**src/rtl/ex_mem_pipe_stage_if.sv**
```systemverilog
// rtl/ex_mem_pipe_stage_if.sv - EX->MEM handshake and field bus for the EX/MEM pipeline register
interface ex_mem_pipe_stage_if #(
   parameter int XLEN = 32,
   parameter int REGW = 5,
   parameter int WBW  = 2,
   parameter int CNTW = 16
);
   // EX side
   logic            in_valid;
   logic            in_ready;
   logic [WBW-1:0]  in_wb_ctl;
   logic [2:0]      in_m_ctl;
   logic [XLEN-1:0] in_add_result;
   logic            in_zero;
   logic [XLEN-1:0] in_alu_result;
   logic [XLEN-1:0] in_rdata2;
   logic [REGW-1:0] in_dest;

   // MEM side
   logic            out_valid;
   logic            out_ready;
   logic [WBW-1:0]  wb_ctlout;
   logic            branch;
   logic            memread;
   logic            memwrite;
   logic [XLEN-1:0] add_result;
   logic            zero;
   logic [XLEN-1:0] alu_result;
   logic [XLEN-1:0] rdata2out;
   logic [REGW-1:0] five_bit_muxout;
   logic            take_branch;

   // status
   logic [1:0]      occupancy;
   logic [CNTW-1:0] stall_cnt;

   modport master (
      output in_valid, in_wb_ctl, in_m_ctl, in_add_result, in_zero, in_alu_result,
             in_rdata2, in_dest, out_ready,
      input  in_ready, out_valid, wb_ctlout, branch, memread, memwrite, add_result, zero,
             alu_result, rdata2out, five_bit_muxout, take_branch, occupancy, stall_cnt
   );

   modport slave (
      input  in_valid, in_wb_ctl, in_m_ctl, in_add_result, in_zero, in_alu_result,
             in_rdata2, in_dest, out_ready,
      output in_ready, out_valid, wb_ctlout, branch, memread, memwrite, add_result, zero,
             alu_result, rdata2out, five_bit_muxout, take_branch, occupancy, stall_cnt
   );
endinterface

```
**src/rtl/ex_mem_pipe_stage.sv**
```systemverilog
// rtl/ex_mem_pipe_stage.sv - elastic EX/MEM pipeline register with 2-entry skid buffer
module ex_mem_pipe_stage #(
   parameter int XLEN = 32,
   parameter int REGW = 5,
   parameter int WBW  = 2,
   parameter int CNTW = 16
) (
   input  logic clk,
   input  logic rst,
   input  logic flush,
   ex_mem_pipe_stage_if.slave bus
);
   // entry layout, MSB first: wb_ctl, m_ctl{branch,memread,memwrite}, add_result, zero,
   // alu_result, rdata2, dest; control bits sit on top so they can be zeroed as one slice
   localparam int CW = WBW + 3;
   localparam int EW = CW + XLEN + 1 + XLEN + XLEN + REGW;
   localparam logic [CNTW-1:0] CNT_MAX = {CNTW{1'b1}};
   localparam logic [CNTW-1:0] CNT_ONE = {{(CNTW-1){1'b0}}, 1'b1};

   logic            head_valid_q, head_valid_d;
   logic            skid_valid_q, skid_valid_d;
   logic [EW-1:0]   head_q, head_d;
   logic [EW-1:0]   skid_q, skid_d;
   logic [CNTW-1:0] stall_cnt_q, stall_cnt_d;
   logic [EW-1:0]   in_beat;
   logic            push;
   logic            pop;

   assign in_beat = {bus.in_wb_ctl, bus.in_m_ctl, bus.in_add_result, bus.in_zero,
                     bus.in_alu_result, bus.in_rdata2, bus.in_dest};
   assign push    = bus.in_valid & ~skid_valid_q;
   assign pop     = head_valid_q & bus.out_ready;

   // slot next-state: head refills from skid first, then from EX; skid only catches a beat
   // that arrives while the head is stalled
   always_comb begin
      head_valid_d = head_valid_q;
      skid_valid_d = skid_valid_q;
      head_d       = head_q;
      skid_d       = skid_q;
      if (flush) begin
         head_valid_d = 1'b0;
         skid_valid_d = 1'b0;
      end else if (!head_valid_q) begin
         if (push) begin
            head_valid_d = 1'b1;
            head_d       = in_beat;
         end
      end else if (pop) begin
         if (skid_valid_q) begin
            head_d       = skid_q;
            skid_valid_d = 1'b0;
         end else if (push) begin
            head_d = in_beat;
         end else begin
            head_valid_d = 1'b0;
         end
      end else if (push) begin
         skid_valid_d = 1'b1;
         skid_d       = in_beat;
      end
      // a bubble must never carry live control into MEM; data fields keep their last value
      if (!head_valid_d) begin
         head_d[EW-1 -: CW] = '0;
      end
   end

   // stall counter: counts cycles MEM refuses a valid head, sticks at all-ones
   always_comb begin
      stall_cnt_d = stall_cnt_q;
      if (head_valid_q && !bus.out_ready && stall_cnt_q != CNT_MAX) begin
         stall_cnt_d = stall_cnt_q + CNT_ONE;
      end
   end

   // state registers; only rst clears the stall counter
   always_ff @(posedge clk) begin
      if (rst) begin
         head_valid_q <= 1'b0;
         skid_valid_q <= 1'b0;
         head_q       <= '0;
         skid_q       <= '0;
         stall_cnt_q  <= '0;
      end else begin
         head_valid_q <= head_valid_d;
         skid_valid_q <= skid_valid_d;
         head_q       <= head_d;
         skid_q       <= skid_d;
         stall_cnt_q  <= stall_cnt_d;
      end
   end

   assign bus.in_ready  = ~skid_valid_q;
   assign bus.out_valid = head_valid_q;
   assign {bus.wb_ctlout, bus.branch, bus.memread, bus.memwrite, bus.add_result, bus.zero,
           bus.alu_result, bus.rdata2out, bus.five_bit_muxout} = head_q;
   assign bus.take_branch = head_valid_q & bus.branch & bus.zero;
   assign bus.occupancy   = {head_valid_q & skid_valid_q, head_valid_q ^ skid_valid_q};
   assign bus.stall_cnt   = stall_cnt_q;
endmodule

```
**src/flat_wrapper.sv**
```systemverilog
// flat-port wrapper written by rule: the top's interface ports become plain ports
module ex_mem_pipe_stage_flat 
#(
   parameter int XLEN = 32,
   parameter int REGW = 5,
   parameter int WBW  = 2,
   parameter int CNTW = 16
)
  (clk, rst, flush, bus_in_valid, bus_in_wb_ctl, bus_in_m_ctl, bus_in_add_result, bus_in_zero, bus_in_alu_result, bus_in_rdata2, bus_in_dest, bus_out_ready, bus_in_ready, bus_out_valid, bus_wb_ctlout, bus_branch, bus_memread, bus_memwrite, bus_add_result, bus_zero, bus_alu_result, bus_rdata2out, bus_five_bit_muxout, bus_take_branch, bus_occupancy, bus_stall_cnt);
  ex_mem_pipe_stage_if #(.XLEN(XLEN), .REGW(REGW), .WBW(WBW), .CNTW(CNTW)) bus_i ();
  input  logic clk;
  input  logic rst;
  input  logic flush;
  input wire logic [$bits(bus_i.in_valid)-1:0] bus_in_valid;
  input wire logic [$bits(bus_i.in_wb_ctl)-1:0] bus_in_wb_ctl;
  input wire logic [$bits(bus_i.in_m_ctl)-1:0] bus_in_m_ctl;
  input wire logic [$bits(bus_i.in_add_result)-1:0] bus_in_add_result;
  input wire logic [$bits(bus_i.in_zero)-1:0] bus_in_zero;
  input wire logic [$bits(bus_i.in_alu_result)-1:0] bus_in_alu_result;
  input wire logic [$bits(bus_i.in_rdata2)-1:0] bus_in_rdata2;
  input wire logic [$bits(bus_i.in_dest)-1:0] bus_in_dest;
  input wire logic [$bits(bus_i.out_ready)-1:0] bus_out_ready;
  output wire logic [$bits(bus_i.in_ready)-1:0] bus_in_ready;
  output wire logic [$bits(bus_i.out_valid)-1:0] bus_out_valid;
  output wire logic [$bits(bus_i.wb_ctlout)-1:0] bus_wb_ctlout;
  output wire logic [$bits(bus_i.branch)-1:0] bus_branch;
  output wire logic [$bits(bus_i.memread)-1:0] bus_memread;
  output wire logic [$bits(bus_i.memwrite)-1:0] bus_memwrite;
  output wire logic [$bits(bus_i.add_result)-1:0] bus_add_result;
  output wire logic [$bits(bus_i.zero)-1:0] bus_zero;
  output wire logic [$bits(bus_i.alu_result)-1:0] bus_alu_result;
  output wire logic [$bits(bus_i.rdata2out)-1:0] bus_rdata2out;
  output wire logic [$bits(bus_i.five_bit_muxout)-1:0] bus_five_bit_muxout;
  output wire logic [$bits(bus_i.take_branch)-1:0] bus_take_branch;
  output wire logic [$bits(bus_i.occupancy)-1:0] bus_occupancy;
  output wire logic [$bits(bus_i.stall_cnt)-1:0] bus_stall_cnt;
  assign bus_i.in_valid = bus_in_valid;
  assign bus_i.in_wb_ctl = bus_in_wb_ctl;
  assign bus_i.in_m_ctl = bus_in_m_ctl;
  assign bus_i.in_add_result = bus_in_add_result;
  assign bus_i.in_zero = bus_in_zero;
  assign bus_i.in_alu_result = bus_in_alu_result;
  assign bus_i.in_rdata2 = bus_in_rdata2;
  assign bus_i.in_dest = bus_in_dest;
  assign bus_i.out_ready = bus_out_ready;
  assign bus_in_ready = bus_i.in_ready;
  assign bus_out_valid = bus_i.out_valid;
  assign bus_wb_ctlout = bus_i.wb_ctlout;
  assign bus_branch = bus_i.branch;
  assign bus_memread = bus_i.memread;
  assign bus_memwrite = bus_i.memwrite;
  assign bus_add_result = bus_i.add_result;
  assign bus_zero = bus_i.zero;
  assign bus_alu_result = bus_i.alu_result;
  assign bus_rdata2out = bus_i.rdata2out;
  assign bus_five_bit_muxout = bus_i.five_bit_muxout;
  assign bus_take_branch = bus_i.take_branch;
  assign bus_occupancy = bus_i.occupancy;
  assign bus_stall_cnt = bus_i.stall_cnt;
  ex_mem_pipe_stage #(.XLEN(XLEN), .REGW(REGW), .WBW(WBW), .CNTW(CNTW)) u_core (.clk(clk), .rst(rst), .flush(flush), .bus(bus_i));
endmodule
```
**config.mk**
```make
export PLATFORM = sky130hd
export DESIGN_NAME = ex_mem_pipe_stage_flat
export DESIGN_NICKNAME = d
export VERILOG_FILES = /design/src/rtl/ex_mem_pipe_stage_if.sv /design/src/rtl/ex_mem_pipe_stage.sv /design/src/flat_wrapper.sv
export SDC_FILE = /design/constraint.sdc
export NUM_CORES = 1
export LEC_CHECK = 0
export BUFFER_PORTS_ARGS = -buffer_cell sky130_fd_sc_hd__buf_2
export CAP_MARGIN = 20
export CORE_MARGIN = 1
export CORE_UTILIZATION = 46
export DETAILED_ROUTE_END_ITERATION = 7
export PLACE_DENSITY = 0.71
export SYNTH_ARGS = -nofsm -noshare
export SYNTH_HDL_FRONTEND = slang
export SYNTH_SLANG_ARGS = --single-unit
```
**constraint.sdc**
```tcl
create_clock -name clk -period 2.24 [get_ports clk]
set_input_delay 0.112 -clock clk [delete_from_list [all_inputs] [get_ports clk]]
set_output_delay 0.112 -clock clk [all_outputs]
set_load 0.02 [all_outputs]
```
Word level (Yosys, flattened, before mapping)

Index checks and enable logic that the tools add are counted.

Output and inout port bits: 128
RAM bits: 0
Memories kept: 0
Register bits after elaboration: 232
Word-level logic and storage cells: 39
ROM bits: 0
Input bits: 112
Bits in latches: 0

$mul: 0
Divide/modulo/power cells: 0
Shifts and indexed selects: 0
$lt $le $gt $ge: 0
$add $sub $neg: 1
Bitwise operators: 10
Muxes and demuxes: 11
Reduce and logical (&&, ||, !) cells: 9
Equal/unequal tests: 2

Operators with widths:

| kind                    | number |
|---|---|
| $mux W107               | 4 |
| $add A16 B1 Y16 const B | 1 |
| $ne A16 B16 Y1 const B  | 1 |
| $mux W1                 | 7 |
| $and A1 B1 Y1           | 5 |
| $not A1 Y1              | 4 |
| $reduce_and A2 Y1       | 2 |
| $reduce_and A4 Y1       | 1 |
| $reduce_or A2 Y1        | 2 |
| $logic_and A1 B1 Y1     | 2 |
| $ne A2 B2 Y1 const B    | 1 |
| $reduce_bool A2 Y1      | 1 |
| $logic_not A1 Y1        | 1 |
| $xor A1 B1 Y1           | 1 |

Longest topological paths before layout

Gate-level depths: netlist of run 1.

Word-level depth: 9
Mapped depth: 8
Gate-level depth less buffers: 5

Worst setup path before layout of run 1

No wires, ideal clock.

Kind: register to register
Start: reg u_core.stall_cnt_q[0] (netlist: u_core.bus.stall_cnt[0])
End: reg u_core.stall_cnt_q[1] (netlist: u_core.bus.stall_cnt[1])
Data required time: 2.125 ns
Library setup time: 0.115 ns
Setup slack: 0.382 ns
Stages on the path, launching flop included: 7
Clock period less this slack: 1.858 ns
Data arrival time: 1.743 ns
Buffers on the path: 1
Path through: dfxtp_1 ha_1 nand3_1 nor4_2 buf_2 nor3b_1 o21a_1

Word-level cells in the longest chain between the ends: 2
Elaborated cells between the ends (all ways): 3
Classes of those cells: add/sub: 1; eq/ne: 1; reduce/logical: 1

Ends and longest elaborated chain:

| element                                                                 | RTL line                | RTL |
|---|---|---|
| from (decl)                                                             | ex_mem_pipe_stage.sv:24 | `logic [CNTW-1:0] stall_cnt_q, stall_cnt_d;` |
| from (signal assigned)                                                  | ex_mem_pipe_stage.sv:89 | `stall_cnt_q <= stall_cnt_d;` |
| parallel branches: the longest is 2 deep, another holds $add A16 B1 Y16 | n/a                     |  |

Several ways; the timed one is not identified.
A chain may end at the register's enable or synchronous reset.

Worst setup path in the final report of run 1

Start: in bus_out_ready
End: reg u_core.skid_q[79]

Word-level cells in the longest chain between the ends: 3

Ends and longest elaborated chain:

| element                            | RTL line                | RTL |
|---|---|---|
| from (decl)                        | flat_wrapper.sv:22      | `input wire logic [$bits(bus_i.out_ready)-1:0] bus_out_ready;` |
| $and A1 B1 Y1                      | ex_mem_pipe_stage.sv:32 | `assign pop = head_valid_q & bus.out_ready;` |
| $not A1 Y1 (no source line)        | n/a                     |  |
| $reduce_and A4 Y1 (no source line) | n/a                     |  |
| to (signal assigned)               | ex_mem_pipe_stage.sv:88 | `skid_q <= skid_d;` |
| to (decl)                          | ex_mem_pipe_stage.sv:23 | `logic [EW-1:0] skid_q, skid_d;` |

Every way passes these cells.

==> results.toml, run 1 <==
[sta]
period_share_pct = 94.58
clock_skew_ns = 0.006017
fmax_ghz = 0.4720
final.setup.tns_ns = 0
slew_violations = 0
rsz0062_at_grt = "no"
finalHoldViolations = 0
tightestPinTransition_ns = 0.6935
setup_ws_ns = 0.1215
setup_viol = 0
slew_headroom_pct = 53.77
period_needed_ns = 2.119

[power]
peakVddDrop_uv = 639.2
power.density_nw_per_um2 = 780.1
p_leak_nw = 4.921

[logic_synthesis]
ys_ff_latch = 232
synth_async_sr_flop_share_pct = 0
syn_area_per_cell_um2 = 8.293
syn_inst = 1065
netlist_area_um2 = 8832
syn-num-nets = 1179
synth_edf_count = 0
synthFlopType = "dfxtp_1"
synth.distinct_cells = 39
synth-seq-area-share_pct = 52.59
ys_warn_count = 0

[cells_and_area]
syn_to_final_growth_pct = 37.12
final_nets = 1481
final-instance-count-excl-fill = 1617
final_core_util_pct = 64.53
fin_area_um2 = 12110
drive_above_1_share_pct = 22.07

[setup_path]
cp-end-kind = "flip-flop"
critPathLaunchType = "input port"
worstPathArrival_ns = 2.51
crit_path_start = "bus_out_ready"
reg2reg_from = "u_core.bus.out_valid"
worstPathRequired_ns = 2.63
crit_type = "in2reg"
crit_path_max_fanout = 26

[clock_network]
cts_tree = "done"
ctsRootBufferMaster = "clkbuf_16"
path_clk_slew_ns = 0.06
numClockSinks = 232
clockBufferDepth = 3
numCtsBuffers = 24
cts_setup_buffers = 0
clock_latency_ns = 0.50
ctsHtreeMaxLevel = 1

[grt]
met1_usage_pct = 34.17
grt.overflow.total = 0
grtUsageMet3_pct = 3.897
groute.usage.overall_pct = 26.11
busiest_layer = "met2"
antenna_found_initial = 0
grt_pass1_vias = 8567
grt_start_max_net_pins = 83
grt.met2_usage_pct = 44.05
grt_pass1_wl_mm = 42.90

[detailed_routing]
drc_errors = 0
vias_per_cell = 5.562
drtPass1Iterations = 7
wl_per_cell_um = 16.31
routed_wl_mm = 26.37
drt_iter0_markers = 614
antenna_left = 0
vias = 8994

[min_path]
hold_start = "flush"
hold_class = "in2reg"

[floorplanning]
core_area_um2 = 18770
die_y_um = 140.6
die_w_um = 140.6
core.rowCount = 50
ios = 240
start_util_pct = 47.06
dieArea_um2 = 19760

[placement]
dpl_cell_area_um2 = 10160
place_ws_ns = 0.4772
portBuffers = 239
dp_hpwl_mm = 14.59
post-place-cells = 1461
gp_congestion = 0.7893

[flow_run]
maxCapViolCount = 0

[outcome]
status = "completed"
cells in the mapped netlist, types with 2 or more instances:
library cell	count	area, um^2
mux2_2	2	22.52
o31ai_1	5	37.54
buf_6	8	90.09
nand2_1	219	822.0
inv_1	7	26.28
o211ai_1	2	15.01
o22ai_1	107	669.4
dfxtp_1	232	4644
and3_1	5	31.28
nand2b_1	2	12.51
nor3_1	5	25.02
ha_1	2	25.02
clkbuf_1	72	270.3
nand3_1	5	25.02
buf_4	5	37.54
buf_2	11	55.05
a21oi_1	184	920.9
nor2_1	47	176.4
a211oi_1	40	300.3
o21ai_0	72	360.4
or4_1	4	30.03
nor2b_1	3	18.77
nand4_1	5	31.28
o21a_1	2	15.01
or3_1	4	25.02
and4_1	2	17.52
cell type report:
cell class                 count  area, um^2
sequential                   232        4644
clock inverter                 2       35.03
clock buffer                  39       768.2
tap                          234       292.8
antenna                        1       2.502
fill                        1570        6658
inverter                       7       26.28
timing repair buffer         372        2608
multi-input combinational    730        3734
worst max-delay path: stages:
cell	delay [ns]
dlygate4sd3_1	0.54
buf_2	0.15
nand2b_1	0.32
or3_4	0.62
nand2_1	0.13
a21oi_1	0.07
dlygate4sd3_1	0.55
stage by stage:
stage	hold slack, ns	power (mW)
global placement	0.3631	5.344
floorplan	0.2033	4.970
CTS	0.2068	9.509
finish	0.2185	9.447
global route	0.2597	9.791
detailed placement	0.3700	5.354
cell families after synthesis:
group / Yosys count / synth area share (%)
buffers and inverters: 103 / 5.426
AO/OA/AOI/OAI: 419 / 27.07
flip-flops: 232 / 52.59
AND/OR/NAND/NOR: 307 / 14.38
multiplexers: 2 / 0.2550
adder cells (fa/ha/maj): 2 / 0.2833
state kept, by name, indices dropped and copies added (netlist names):
name                  count
u_core.skid_q           107
u_core.bus.stall_cnt     16
u_core.bus.out_valid      1
u_core.skid_valid_q       1
u_core.head_q           107
cell usage in the layout (no fill, tap or decap), types with 25 or more instances in the layout:
master         synthesis  final
o22ai_1              107    107
o21ai_0               72     72
buf_2                 11    238
clkbuf_16              0     25
dlygate4sd3_1          0    114
nand2_1              219    219
a211oi_1              40     40
dfxtp_1              232    232
nor2_1                47     46
a21oi_1              184    184
metal layers:
metal / part of all wire (%) / vias to the layer above / routed length (um)
li1: - / 4381 / -
met1: 43 / 4183 / 11250
met2: 48 / 367 / 12610
met3: 6.7 / 63 / 1766
met4: 2.8 / 0 / 740
met5: 0 / - / 0
path summary, 6_finish.rpt:
| check | to | slack, ns | cells past startpoint |
|---|---|---|---|
| worst max-delay path | u_core.skid_q[79] | 0.12 | 7 |
| worst min-delay path | u_core.bus.out_valid | 0.22 | 3 |
| worst max register to register | u_core.skid_q[79] | 0.17 | 5 |
| worst min register to register | u_core.skid_q[60] | 0.45 | 2 |
where the power goes:
part | internal (mW) | total (mW) | switching [mW] | leakage, nW
Clock | 2.44 | 4.01 | 1.57 | 0.397
Sequential | 4.28 | 4.35 | 0.0789 | 1.89
Combinational | 0.455 | 1.09 | 0.632 | 2.63
what timing repair did:
item,CTS,global route
resized for setup,0,0
hold endpoints to repair,209,0
hold buffers,114,0
(Power assumes the default switching activity.)
==> run 2, diff against run 1 <==
--- a/config.mk
+++ b/config.mk
@@ -11,6 +11,7 @@
 export CORE_UTILIZATION = 46
 export DETAILED_ROUTE_END_ITERATION = 7
 export PLACE_DENSITY = 0.71
+export SETUP_SLACK_MARGIN = 0.2
 export SYNTH_ARGS = -nofsm -noshare
 export SYNTH_HDL_FRONTEND = slang
 export SYNTH_SLANG_ARGS = --single-unit
==> run 2 against run 1 <==
Effect of this change: flip-flop and latch count unchanged; non-clock buffer count decreased by 4; sequential share of layout area increased by 0.13 points; routed wire length increased by 0.19%; clock power about the same; first-iteration DRC count increased by 5.9%; via count decreased by 0.32%; design area decreased by 0.33%; critical path type unchanged; sequential power about the same; largest power group unchanged.
==> results.toml, run 2 (synthesized netlist as in run 1, its figures left out) <==
[setup_path]
crit_chain = "dlygate4sd3_1 -> buf_2 -> nand2b_1 -> or3_4 -> buf_12 -> nand2_1 -> a21oi_1"
cpLargestDelayFamily = "simple AND/OR/NAND/NOR gates"
crit_path_max_fanout = 52
crit_type = "in2reg"
critPathLaunchType = "input port"
cp-end-kind = "flip-flop"
worst_path_max_delay_cell = "or3_4"
reg2reg_from = "u_core.bus.out_valid"
worstPathRequired_ns = 2.60
crit_path_start = "bus_out_ready"
slowest_delay_ns = 0.62
rrSetupSlack_ns = 0.39
worstPathArrival_ns = 2.26
critical_path_buf_inv_count = 3

[detailed_routing]
vias_per_cell = 5.558
drtPass1Iterations = 5
wl_per_cell_um = 16.38
routed_wl_mm = 26.42
vias = 8965
antenna_left = 0
drc_errors = 0
drt_iter0_markers = 650

[placement]
post-place-cells = 1461
gp_congestion = 0.7893
portBuffers = 239
dp_hpwl_mm = 14.59

[min_path]
hold_class = "in2reg"
hold_start = "flush"

[sta]
clock_skew_ns = 0.006142
final.setup.tns_ns = 0
slew_headroom_pct = 53.42
rsz0062_at_grt = "no"
tightestPinTransition_ns = 0.6987
setup_viol = 0
finalHoldViolations = 0
period_needed_ns = 1.897
slew_violations = 0
period_share_pct = 84.68
fmax_ghz = 0.5272

[grt]
antenna_found_initial = 0
grt.met2_usage_pct = 43.97
grt_start_max_net_pins = 83
busiest_layer = "met2"
grt_pass1_wl_mm = 42.83
grt_pass1_vias = 8540
met1_usage_pct = 34.17
grt.overflow.total = 0
grtUsageMet3_pct = 3.897
groute.usage.overall_pct = 26.07

[cells_and_area]
drive_above_1_share_pct = 22.13
final-instance-count-excl-fill = 1613
final_common_cell = "buf_2"
nFillCells = 1580
syn_to_final_growth_pct = 36.66
multi_input_area_um2 = 3734
final_nets = 1477
final_cell_mix = "buf_2, dfxtp_1, nand2_1, a21oi_1, dlygate4sd3_1"
final-seq-area_um2 = 4644

[floorplanning]
core_area_um2 = 18770
ios = 240
start_util_pct = 47.06
core.rowCount = 50
dieArea_um2 = 19760
die_w_um = 140.6
die_y_um = 140.6

[power]
peakVddDrop_uv = 638.7
total_power_mw = 9.453
p_leak_nw = 4.893
power.density_nw_per_um2 = 783.2

[clock_network]
clock_latency_ns = 0.50
path_clk_slew_ns = 0.06
cts_setup_buffers = 0
ctsRootBufferMaster = "clkbuf_16"
numCtsBuffers = 24
postCtsResizedCells = 0
cts_tree = "done"
clockBufferDepth = 3
ctsHtreeMaxLevel = 1
numClockSinks = 232

[flow_run]
maxCapViolCount = 0

[outcome]
status = "completed"
==> run 2: metal layers <==
metal / vias up / wire (um)
li1: 4361 / -
met1: 4202 / 11480
met2: 340 / 12700
met3: 62 / 1561
met4: 0 / 670
met5: - / 0
==> run 2: worst register-to-register path, stage by stage (launching register included) <==
cell	delay, ns
dfxtp_1	0.34
nand2b_1	0.24
or3_4	0.62
buf_12	0.25
nand2_1	0.18
a21oi_1	0.08
==> run 2: report_power, final <==
part	switching [mW]	leakage [nW]	internal (mW)
registers	0.0790	1.89	4.27
logic	0.632	2.61	0.455
clock network	1.58	0.397	2.44
total	2.29	4.89	7.17
==> run 2: final timing paths <==
| path | cells after the start | endpoint |
|---|---|---|
| setup / recovery | 7 | u_core.skid_q[40] |
| hold / removal | 3 | u_core.bus.out_valid |
| setup reg to reg | 5 | u_core.skid_q[40] |
| hold reg to reg | 2 | u_core.skid_q[106] |
==> run 2: cell type report <==
cell class,instances,share of cell area (%)
flip-flops and latches,232,38.48
clock buffers,39,6.365
repair buffers,368,21.27
multi-input cells,730,30.93
inverters,7,0.2177
clock inverters,2,0.2902
well taps,234,2.426
diodes,1,0.02073
==> run 2: metrics by stage <==
stage / util [%] / setup WS, ns / hold WS (ns) / instance area (um^2)
detailed placement: 54.15 / 0.4772 / 0.3700 / 10160
CTS: 64.30 / 0.3827 / 0.2068 / 12070
global route: 64.30 / 0.2942 / 0.2597 / 12070
finish: 64.31 / 0.3431 / 0.2175 / 12070
global placement: 54.15 / 0.4936 / 0.3631 / 10160
floorplan: - / 0.3820 / 0.2033 / 8832
==> run 2: timing repair <==
action / in CTS / in global routing
endpoints found under the setup margin: 0 / 0
hold endpoints to repair: 209 / 0
hold buffers: 110 / 0
